[config.mk]
export PLATFORM = sky130hd
export DESIGN_NAME = apb_lsu_bridge
export DESIGN_NICKNAME = d
export VERILOG_FILES = /design/src/rtl/apb_pkg.sv /design/src/rtl/apb_lane_align.sv /design/src/rtl/apb_lsu_bridge.sv
export SDC_FILE = /design/constraint.sdc
export NUM_CORES = 1
export LEC_CHECK = 0
export CORE_UTILIZATION = 40
export DETAILED_ROUTE_END_ITERATION = 6
export GPL_TIMING_DRIVEN = 1
export HOLD_SLACK_MARGIN = 0.05
export PLACE_DENSITY = 0.81
export SKIP_CTS_REPAIR_TIMING = 1
export SLEW_MARGIN = 15
export SYNTH_ARGS = -nofsm -noshare
export SYNTH_HDL_FRONTEND = slang
export SYNTH_SLANG_ARGS = --single-unit
export TNS_END_PERCENT = 5
[constraint.sdc]
create_clock -name i_clk -period 2.85 [get_ports i_clk]
set_clock_uncertainty 0.15 [all_clocks]
set_input_delay 0.855 -clock i_clk [delete_from_list [all_inputs] [get_ports i_clk]]
set_output_delay 0.855 -clock i_clk [all_outputs]
set_load 0.005 [all_outputs]
[src/rtl/apb_pkg.sv]
// Shared types and helpers for the LSU-to-APB bridge: FSM state encoding,
// RISC-V load/store funct3 codes, byte-strobe generation and access legality.
package apb_pkg;

    typedef enum logic [1:0] {
        ST_IDLE   = 2'd0,
        ST_SETUP  = 2'd1,
        ST_ACCESS = 2'd2,
        ST_DONE   = 2'd3
    } apb_state_e;

    localparam logic [2:0] F3_B  = 3'b000;
    localparam logic [2:0] F3_H  = 3'b001;
    localparam logic [2:0] F3_W  = 3'b010;
    localparam logic [2:0] F3_BU = 3'b100;
    localparam logic [2:0] F3_HU = 3'b101;

    // Access size lives in funct3[1:0]; reads get their strobes zeroed by the caller.
    function automatic logic [3:0] strb_gen(input logic [2:0] funct3, input logic [1:0] addr_lo);
        case (funct3[1:0])
            2'b00:   strb_gen = 4'b0001 << addr_lo;
            2'b01:   strb_gen = addr_lo[1] ? 4'b1100 : 4'b0011;
            2'b10:   strb_gen = 4'b1111;
            default: strb_gen = 4'b0000;
        endcase
    endfunction

    // True for a misaligned halfword/word or an encoding that is not a load/store size.
    function automatic logic access_bad(input logic [2:0] funct3, input logic [1:0] addr_lo);
        case (funct3)
            F3_B, F3_BU: access_bad = 1'b0;
            F3_H, F3_HU: access_bad = addr_lo[0];
            F3_W:        access_bad = (addr_lo != 2'b00);
            default:     access_bad = 1'b1;
        endcase
    endfunction

endpackage

[src/rtl/apb_lane_align.sv]
// Byte-lane steering: store data replication and strobes toward APB, and
// load lane extraction with sign/zero extension back to the LSU.
module apb_lane_align
    import apb_pkg::*;
(
    input  logic [2:0]  st_funct3,
    input  logic [1:0]  st_addr_lo,
    input  logic [31:0] st_data,
    output logic [31:0] st_pwdata,
    output logic [3:0]  st_pstrb,
    input  logic [2:0]  ld_funct3,
    input  logic [1:0]  ld_addr_lo,
    input  logic [31:0] ld_word,
    output logic [31:0] ld_data
);

    logic [7:0]  ld_byte;
    logic [15:0] ld_half;

    always_comb begin
        st_pstrb = strb_gen(st_funct3, st_addr_lo);
        case (st_funct3[1:0])
            2'b00:   st_pwdata = {4{st_data[7:0]}};
            2'b01:   st_pwdata = {2{st_data[15:0]}};
            default: st_pwdata = st_data;
        endcase

        case (ld_addr_lo)
            2'b00:   ld_byte = ld_word[7:0];
            2'b01:   ld_byte = ld_word[15:8];
            2'b10:   ld_byte = ld_word[23:16];
            default: ld_byte = ld_word[31:24];
        endcase
        ld_half = ld_addr_lo[1] ? ld_word[31:16] : ld_word[15:0];

        case (ld_funct3)
            F3_B:    ld_data = {{24{ld_byte[7]}}, ld_byte};
            F3_BU:   ld_data = {24'd0, ld_byte};
            F3_H:    ld_data = {{16{ld_half[15]}}, ld_half};
            F3_HU:   ld_data = {16'd0, ld_half};
            F3_W:    ld_data = ld_word;
            default: ld_data = 32'd0;
        endcase
    end

endmodule

[src/rtl/apb_lsu_bridge.sv]
// APB4 master between the MEM-stage LSU and NUM_SLV slaves; holds the pipeline
// via o_stall per transfer. Optional APB_TIMEOUT_EN aborts hung ACCESS phases.
module apb_lsu_bridge
    import apb_pkg::*;
#(
    parameter int ADDR_W      = 32,
    parameter int DATA_W      = 32,
    parameter int NUM_SLV     = 4,
    parameter int IDX_LSB     = 12,
    parameter int TIMEOUT_CYC = 255
) (
    input  logic                      i_clk,
    input  logic                      i_reset,
    input  logic                      i_req,
    input  logic                      i_we,
    input  logic [ADDR_W-1:0]         i_addr,
    input  logic [DATA_W-1:0]         i_wdata,
    input  logic [2:0]                i_funct3,
    output logic [DATA_W-1:0]         o_rdata,
    output logic                      o_stall,
    output logic                      o_err,
    output logic [ADDR_W-1:0]         o_paddr,
    output logic                      o_pwrite,
    output logic [NUM_SLV-1:0]        o_psel,
    output logic                      o_penable,
    output logic [DATA_W-1:0]         o_pwdata,
    output logic [3:0]                o_pstrb,
    input  logic [NUM_SLV*DATA_W-1:0] i_prdata,
    input  logic [NUM_SLV-1:0]        i_pready,
    input  logic [NUM_SLV-1:0]        i_pslverr,
    output logic [1:0]                o_dbg_state
);

    localparam int IDX_W = (NUM_SLV > 1) ? $clog2(NUM_SLV) : 1;
    localparam logic [IDX_W:0] SLV_LIM = (IDX_W+1)'(NUM_SLV);

    apb_state_e        state;
    logic              we_q;
    logic [2:0]        f3_q;
    logic [1:0]        lo_q;
    logic [IDX_W-1:0]  idx_q;
    // One guard bit above the index field so an index just past the last slave decodes as an error.
    logic [IDX_W:0]    req_idx;
    logic [DATA_W-1:0] st_pwdata;
    logic [DATA_W-1:0] ld_data;
    logic [DATA_W-1:0] sel_prdata;
    logic [3:0]        st_pstrb;
    logic              sel_pready;
    logic              sel_pslverr;

`ifdef APB_TIMEOUT_EN
    localparam int TO_W = $clog2(TIMEOUT_CYC + 1);
    localparam logic [TO_W-1:0] TO_LIM = TO_W'(TIMEOUT_CYC);
    logic [TO_W-1:0] to_cnt;
`endif

    assign req_idx     = i_addr[IDX_LSB +: IDX_W+1];
    // Handshake: i_req is held until a cycle with o_stall=0 (DONE); that cycle retires the access.
    assign o_stall     = i_req && (state != ST_DONE);
    assign o_dbg_state = state;

    always_comb begin
        sel_prdata  = '0;
        sel_pready  = 1'b0;
        sel_pslverr = 1'b0;
        for (int s = 0; s < NUM_SLV; s++) begin
            if (idx_q == IDX_W'(s)) begin
                sel_prdata  = i_prdata[s*DATA_W +: DATA_W];
                sel_pready  = i_pready[s];
                sel_pslverr = i_pslverr[s];
            end
        end
    end

    apb_lane_align u_align (
        .st_funct3  (i_funct3),
        .st_addr_lo (i_addr[1:0]),
        .st_data    (i_wdata),
        .st_pwdata  (st_pwdata),
        .st_pstrb   (st_pstrb),
        .ld_funct3  (f3_q),
        .ld_addr_lo (lo_q),
        .ld_word    (sel_prdata),
        .ld_data    (ld_data)
    );

    always_ff @(posedge i_clk or negedge i_reset) begin
        if (!i_reset) begin
            state     <= ST_IDLE;
            we_q      <= 1'b0;
            f3_q      <= 3'b000;
            lo_q      <= 2'b00;
            idx_q     <= '0;
            o_psel    <= '0;
            o_penable <= 1'b0;
            o_paddr   <= '0;
            o_pwrite  <= 1'b0;
            o_pwdata  <= '0;
            o_pstrb   <= 4'b0000;
            o_rdata   <= '0;
            o_err     <= 1'b0;
`ifdef APB_TIMEOUT_EN
            to_cnt    <= '0;
`endif
        end else begin
            case (state)
                ST_IDLE: begin
                    if (i_req) begin
                        we_q    <= i_we;
                        f3_q    <= i_funct3;
                        lo_q    <= i_addr[1:0];
                        idx_q   <= req_idx[IDX_W-1:0];
                        o_rdata <= '0;
                        o_err   <= 1'b0;
                        if (access_bad(i_funct3, i_addr[1:0]) || (req_idx >= SLV_LIM)) begin
                            o_err <= 1'b1;
                            state <= ST_DONE;
                        end else begin
                            o_psel   <= NUM_SLV'(1) << req_idx[IDX_W-1:0];
                            o_paddr  <= {i_addr[ADDR_W-1:2], 2'b00};
                            o_pwrite <= i_we;
                            o_pwdata <= i_we ? st_pwdata : '0;
                            o_pstrb  <= i_we ? st_pstrb : 4'b0000;
`ifdef APB_TIMEOUT_EN
                            to_cnt   <= '0;
`endif
                            state    <= ST_SETUP;
                        end
                    end
                end
                ST_SETUP: begin
                    o_penable <= 1'b1;
                    state     <= ST_ACCESS;
                end
                ST_ACCESS: begin
                    if (sel_pready) begin
                        o_psel    <= '0;
                        o_penable <= 1'b0;
                        o_err     <= sel_pslverr;
                        o_rdata   <= (!we_q && !sel_pslverr) ? ld_data : '0;
                        state     <= ST_DONE;
                    end
`ifdef APB_TIMEOUT_EN
                    else if (to_cnt + 1'b1 == TO_LIM) begin
                        o_psel    <= '0;
                        o_penable <= 1'b0;
                        o_err     <= 1'b1;
                        o_rdata   <= '0;
                        state     <= ST_DONE;
                    end else begin
                        to_cnt <= to_cnt + 1'b1;
                    end
`endif
                end
                default: state <= ST_IDLE;
            endcase
        end
    end

endmodule

-- After elaboration in Yosys (flattened, before gate mapping)
Index checks and enable logic that the tools add are counted.
- register bits after elaboration: 115
- output and inout bits: 110
- logic and storage cells: 101
- $lt $le $gt $ge: 1
- equality and inequality tests: 21
- shift-type cells: 2
- mux-type cells: 41
- bitwise gates (word level): 1
- reduce and logical (&&, ||, !) cells: 22
- operators by type and width (cell ; number):
    32-bit 2-to-1 mux ; 8
    32-bit case mux with 5 select lines ; 1
    32-bit case mux with 2 select lines ; 2
    8-bit case mux with 3 select lines ; 1
    4-bit 2-to-1 mux ; 5
    16-bit 2-to-1 mux ; 1
    1-bit 2-to-1 mux ; 14
    3-bit == test, second input constant ; 4
    4-bit case mux with 3 select lines ; 1
    2-bit == test, second input constant ; 5
    2-bit by 1-bit == test with 1-bit output, second input constant ; 4
    2-bit logical NOT ; 4
    2-bit inequality test, second input constant ; 4
    4-bit case mux with 2 select lines ; 1
    1-bit by 2-bit left shift with 4-bit output, first input constant ; 2
    3-bit by 1-bit == test with 1-bit output, second input constant ; 2
    3-bit by 2-bit == test with 1-bit output, second input constant ; 2
    3-bit logical NOT ; 2
    2-bit 2-to-1 mux ; 3
    2-bit case mux with 3 select lines ; 1
    2-bit AND reduction ; 3
    3-bit AND reduction ; 2
    2-bit nonzero test ; 3
    1-bit case mux with 2 select lines ; 2
    8 further kinds ; 11

-- Depth between registers and ports, before layout
- depth after elaboration: 10
- mapped depth: 9

-- Hierarchy
Synthesis repeated with hierarchy kept, for this count alone.
- cell total of the unflattened synthesis: 592
- area total of the unflattened synthesis: 6675.2 µm²
- modules (own cells, without submodules) (module ; times used ; cells an instance ; area an instance (µm²) ; sequential area each (µm²)):
    apb_lsu_bridge ; 1 ; 401 ; 5278.8 ; 2877.8
    apb_lane_align ; 1 ; 191 ; 1396.3 ; 0.0

-- Worst setup path before layout
No wires, ideal clock.
- kind: input port to flip-flop
- start: input i_prdata[47]
- end: register o_rdata[16]
- data arrival time: 2398 ps
- path slack: 176 ps
- cell stages on the path: 6
- path buffers: 1
- cells stage by stage: mux4_1 > mux2_2 > a2bb2oi_4 > a211oi_4 > buf_6 > a221o_2
- word-level cells in the longest chain between the ends: 8
- elaborated cells between the ends (all ways): 9
- classes of those cells: 9 x mux
- RTL lines (element ; line ; text):
    start, declared ; apb_lsu_bridge.sv:28 ; input logic [NUM_SLV*DATA_W-1:0] i_prdata,
    32-bit 2-to-1 mux (*) (3 in a row) ; apb_lsu_bridge.sv:67 ; if (idx_q == IDX_W'(s)) begin
    8-bit case mux with 3 select lines or 16-bit 2-to-1 mux (tied branches) ; apb_lane_align.sv:28, apb_lane_align.sv:34 ;
    32-bit case mux with 5 select lines (*) ; apb_lane_align.sv:36 ; case (ld_funct3)
    32-bit 2-to-1 mux (*) ; apb_lsu_bridge.sv:140 ; o_rdata <= (!we_q && !sel_pslverr) ? ld_data : '0;
    32-bit 2-to-1 mux (*) ; apb_lsu_bridge.sv:136 ; if (sel_pready) begin
    32-bit case mux with 2 select lines (*) ; apb_lsu_bridge.sv:106 ; case (state)
    end signal, assigned ; apb_lsu_bridge.sv:140 ;
    end, declared ; apb_lsu_bridge.sv:19 ; output logic [DATA_W-1:0] o_rdata,
Mark *: on every way between the ends. The rest lies on a longest branch, timed or not. The select of a mux whose other input is x is not followed.
A chain may end at the register's enable or synchronous reset.

-- Final worst setup path
- start: input i_prdata[47]
- end: register o_rdata[17]
The elaborated chain is that of the path after synthesis.

==> flow_summary.toml <==
[synthesis]
ys_top_cells_by_area = "dfrtp_1 (47%), mux4_2 (13%), mux2_2 (9.1%)"
ys_seq_area_share_pct = 47.5
synth_cell_type_count = 49
yosysTopAreaCell = "dfrtp_1"
synth_enable_flop_cells = 0
synth.top_cell.area_share_pct = 47.5
ys_ff_latch = 115
postSynthCellCount = 453
synthArstFlopShare_pct = 100
yosysWarnings = 0
synth_area_sq_mm = 0.00606
avgSynthCellArea_sq_um = 13.4
ys.flop_type = "dfrtp_1"

[critical_path]
cp_slowest_cell = "mux4_1"
crit_required_ns = 2.98
rr_worst_depth = 5
critPathLaunch = "i_prdata[47]"
regToRegEndpoint = "o_rdata[17]"
crit_family = "multiplexers"
r2r-start = "idx_q[0]"
r2r_slack_ns = 0.21
start_kind = "input pin"
critPathCaptureType = "flop"
critPathMaxFanout = 16
worst_ep_arrival_time_ns = 2.87
timing_worst_setup_path_type = "input pin to flop"
cp_num_cells = 6
cp-endpoint = "o_rdata[17]"
path_cells = "clkdlybuf4s50_1 > mux4_1 > mux2_2 > a2bb2oi_4 > a211oi_4 > a221o_2"
crit_path_max_incr_delay_ns = 0.57
crit_buf_inv = 1

[clock_network]
cts_tree = "built"
insertion_delay_ns = 0.41
path_clk_slew_ns = 0.05
cts_buffers = 17
cts-root-buf = "clkbuf_16"
clockBufferDepth = 2
htree_levels = 4
clock-sinks = 115

[timing]
rsz0062_at_grt = "no"
setup_viol_count_final = 0
whs_ns = 0.203
period_needed_ns = 2.74
max_freq_mhz = 365
period_share_pct = 96.1
slew_violations = 0
setup_ws_ns = 0.111
finalHoldViolCount = 0
relSlewSlack_pct = 33.8
max_slew.worst_pin.slew_ns = 0.985

[pwr]
total_leakage_power_nw = 4.34
power_density_mw_per_mm2 = 906
power_w = 0.00923
peakVddDrop_uv = 568

[flow_run]
drv_cap = 0

[drt]
final_antenna_net_count = 0
first_iter_violations = 300
vias = 5451
wl_per_cell_um = 20.6
drt_wl_total_um = 20200
firstDrtPassIters = 7
drc = 40
viasPerCell = 5.56

[place]
place_congestion = 0.851
dp_hpwl_um = 15500
port_buffers = 314
pre_cts_ws_ns = -0.392
post-place-cells = 949

[die]
io_pins = 317
row_count = 44
fp.dieArea_sq_mm = 0.0156
core_sq_mm = 0.0146
die_w_um = 125
initial_core_util_pct = 41.4
die_h_um = 125

[final_layout]
final_cell_mix = "clkdlybuf4s50_1 (308), dfrtp_1 (114), mux2_2 (49)"
fin_cells = 981
area_growth_pct = 68.2
final_common_cell = "clkdlybuf4s50_1"
finalNetCount = 996
drive_gt1_share_pct = 21.2
diodes = 0

[status]
outcome = "complete, but fails checks"
violations = "design-rule violations"

[global_routing]
grt_max_degree = 54
grt_use_total_pct = 26.3
antenna_found_initial = 0
grt_pass1_vias = 5771
grt.overflow.total = 0
grt_first_pass_wirelength_um = 31700

[min_path]
hold_path.class = "input pin to asynchronous set/reset pin"
==> synthesized netlist by cell type (all sizes together), types with 2 or more instances <==
cell type,count
and3,2
a21o,2
ha,5
nand4,2
nand3,4
a21oi,6
a211o,8
a222oi,7
mux4,35
dfrtp,115
nor2,14
a221o,16
nor3,3
buf,19
a22o,17
clkbuf,18
a22oi,7
nor3b,3
nor4b,2
nor2b,4
o2bb2ai,20
nand2,25
o21bai,2
mux2i,27
mux2,49
inv,5
o21ai,21
and2,3
==> where the power goes <==
group / switching, W / internal, W / leakage (nW)
Combinational: 0.00171 / 0.00265 / 2.56
Clock: 0.000737 / 0.00137 / 0.291
Sequential: 0.000507 / 0.00226 / 1.49
Total: 0.00296 / 0.00628 / 4.34
==> through the flow <==
step / utilization [%] / area, sq um / TNS [ns]
2_1_floorplan: - / 6060 / 0
3_3_place_gp: 65.5 / 9590 / -10.61
3_5_place_dp: 65.5 / 9590 / -12.32
4_1_cts: 69.5 / 10200 / -0.180
5_1_grt: 69.6 / 10200 / 0
6_report: 69.6 / 10200 / 0
==> layer usage <==
| metal | global-route usage, % | up-vias | part of all wire (%) |
|---|---|---|---|
| met1 | 31.1 | 2749 | 39 |
| met2 | 46.1 | 241 | 52 |
| li1 | - | 2434 | - |
| met3 | 6.85 | 27 | 6.9 |
| met5 | 0 | - | 0 |
| met4 | 9.90 | 0 | 2.0 |
==> logic make-up (layout without fill, tap and decap cells) <==
family                     Yosys count  in the layout  synth area share, %
DFF                                115            115                 47.5
buffers and inverters               42            385                 3.12
adders and majority gates            5              5                 1.03
other                                1              2               0.0619
muxes                              111            111                 26.6
AOI/OAI and AO/OA                  114            114                 15.6
and+or+nand+nor                     65             65                 6.03
==> cell type report <==
| cell class | instances | area, sq um |
|---|---|---|
| Clock inverter | 10 | 105 |
| Clock buffer | 22 | 484 |
| Sequential cell | 115 | 2880 |
| Tap cell | 184 | 230 |
| Timing Repair Buffer | 348 | 3470 |
| Fill cell | 1029 | 4450 |
| Inverter | 5 | 18.8 |
| Multi-Input combinational cell | 297 | 3000 |
==> registers in the layout (all words and copies together), names as in the netlist <==
name,count
f3_q,3
idx_q,2
lo_q,2
o_dbg_state,2
o_err,1
o_paddr,30
o_penable,1
o_psel,4
o_pstrb,4
o_pwdata,32
o_pwrite,1
o_rdata,32
we_q,1
==> worst min path at each step <==
stage                        endpoint  slack [ns]
final                     o_paddr[12]        0.20
after detailed placement   o_pstrb[1]        0.32
after floorplan                 o_err        0.32
after CTS                 o_paddr[15]        0.21
after global placement       o_pwrite        0.31
after global routing      o_paddr[12]        0.23
(Power assumes the default switching activity.)
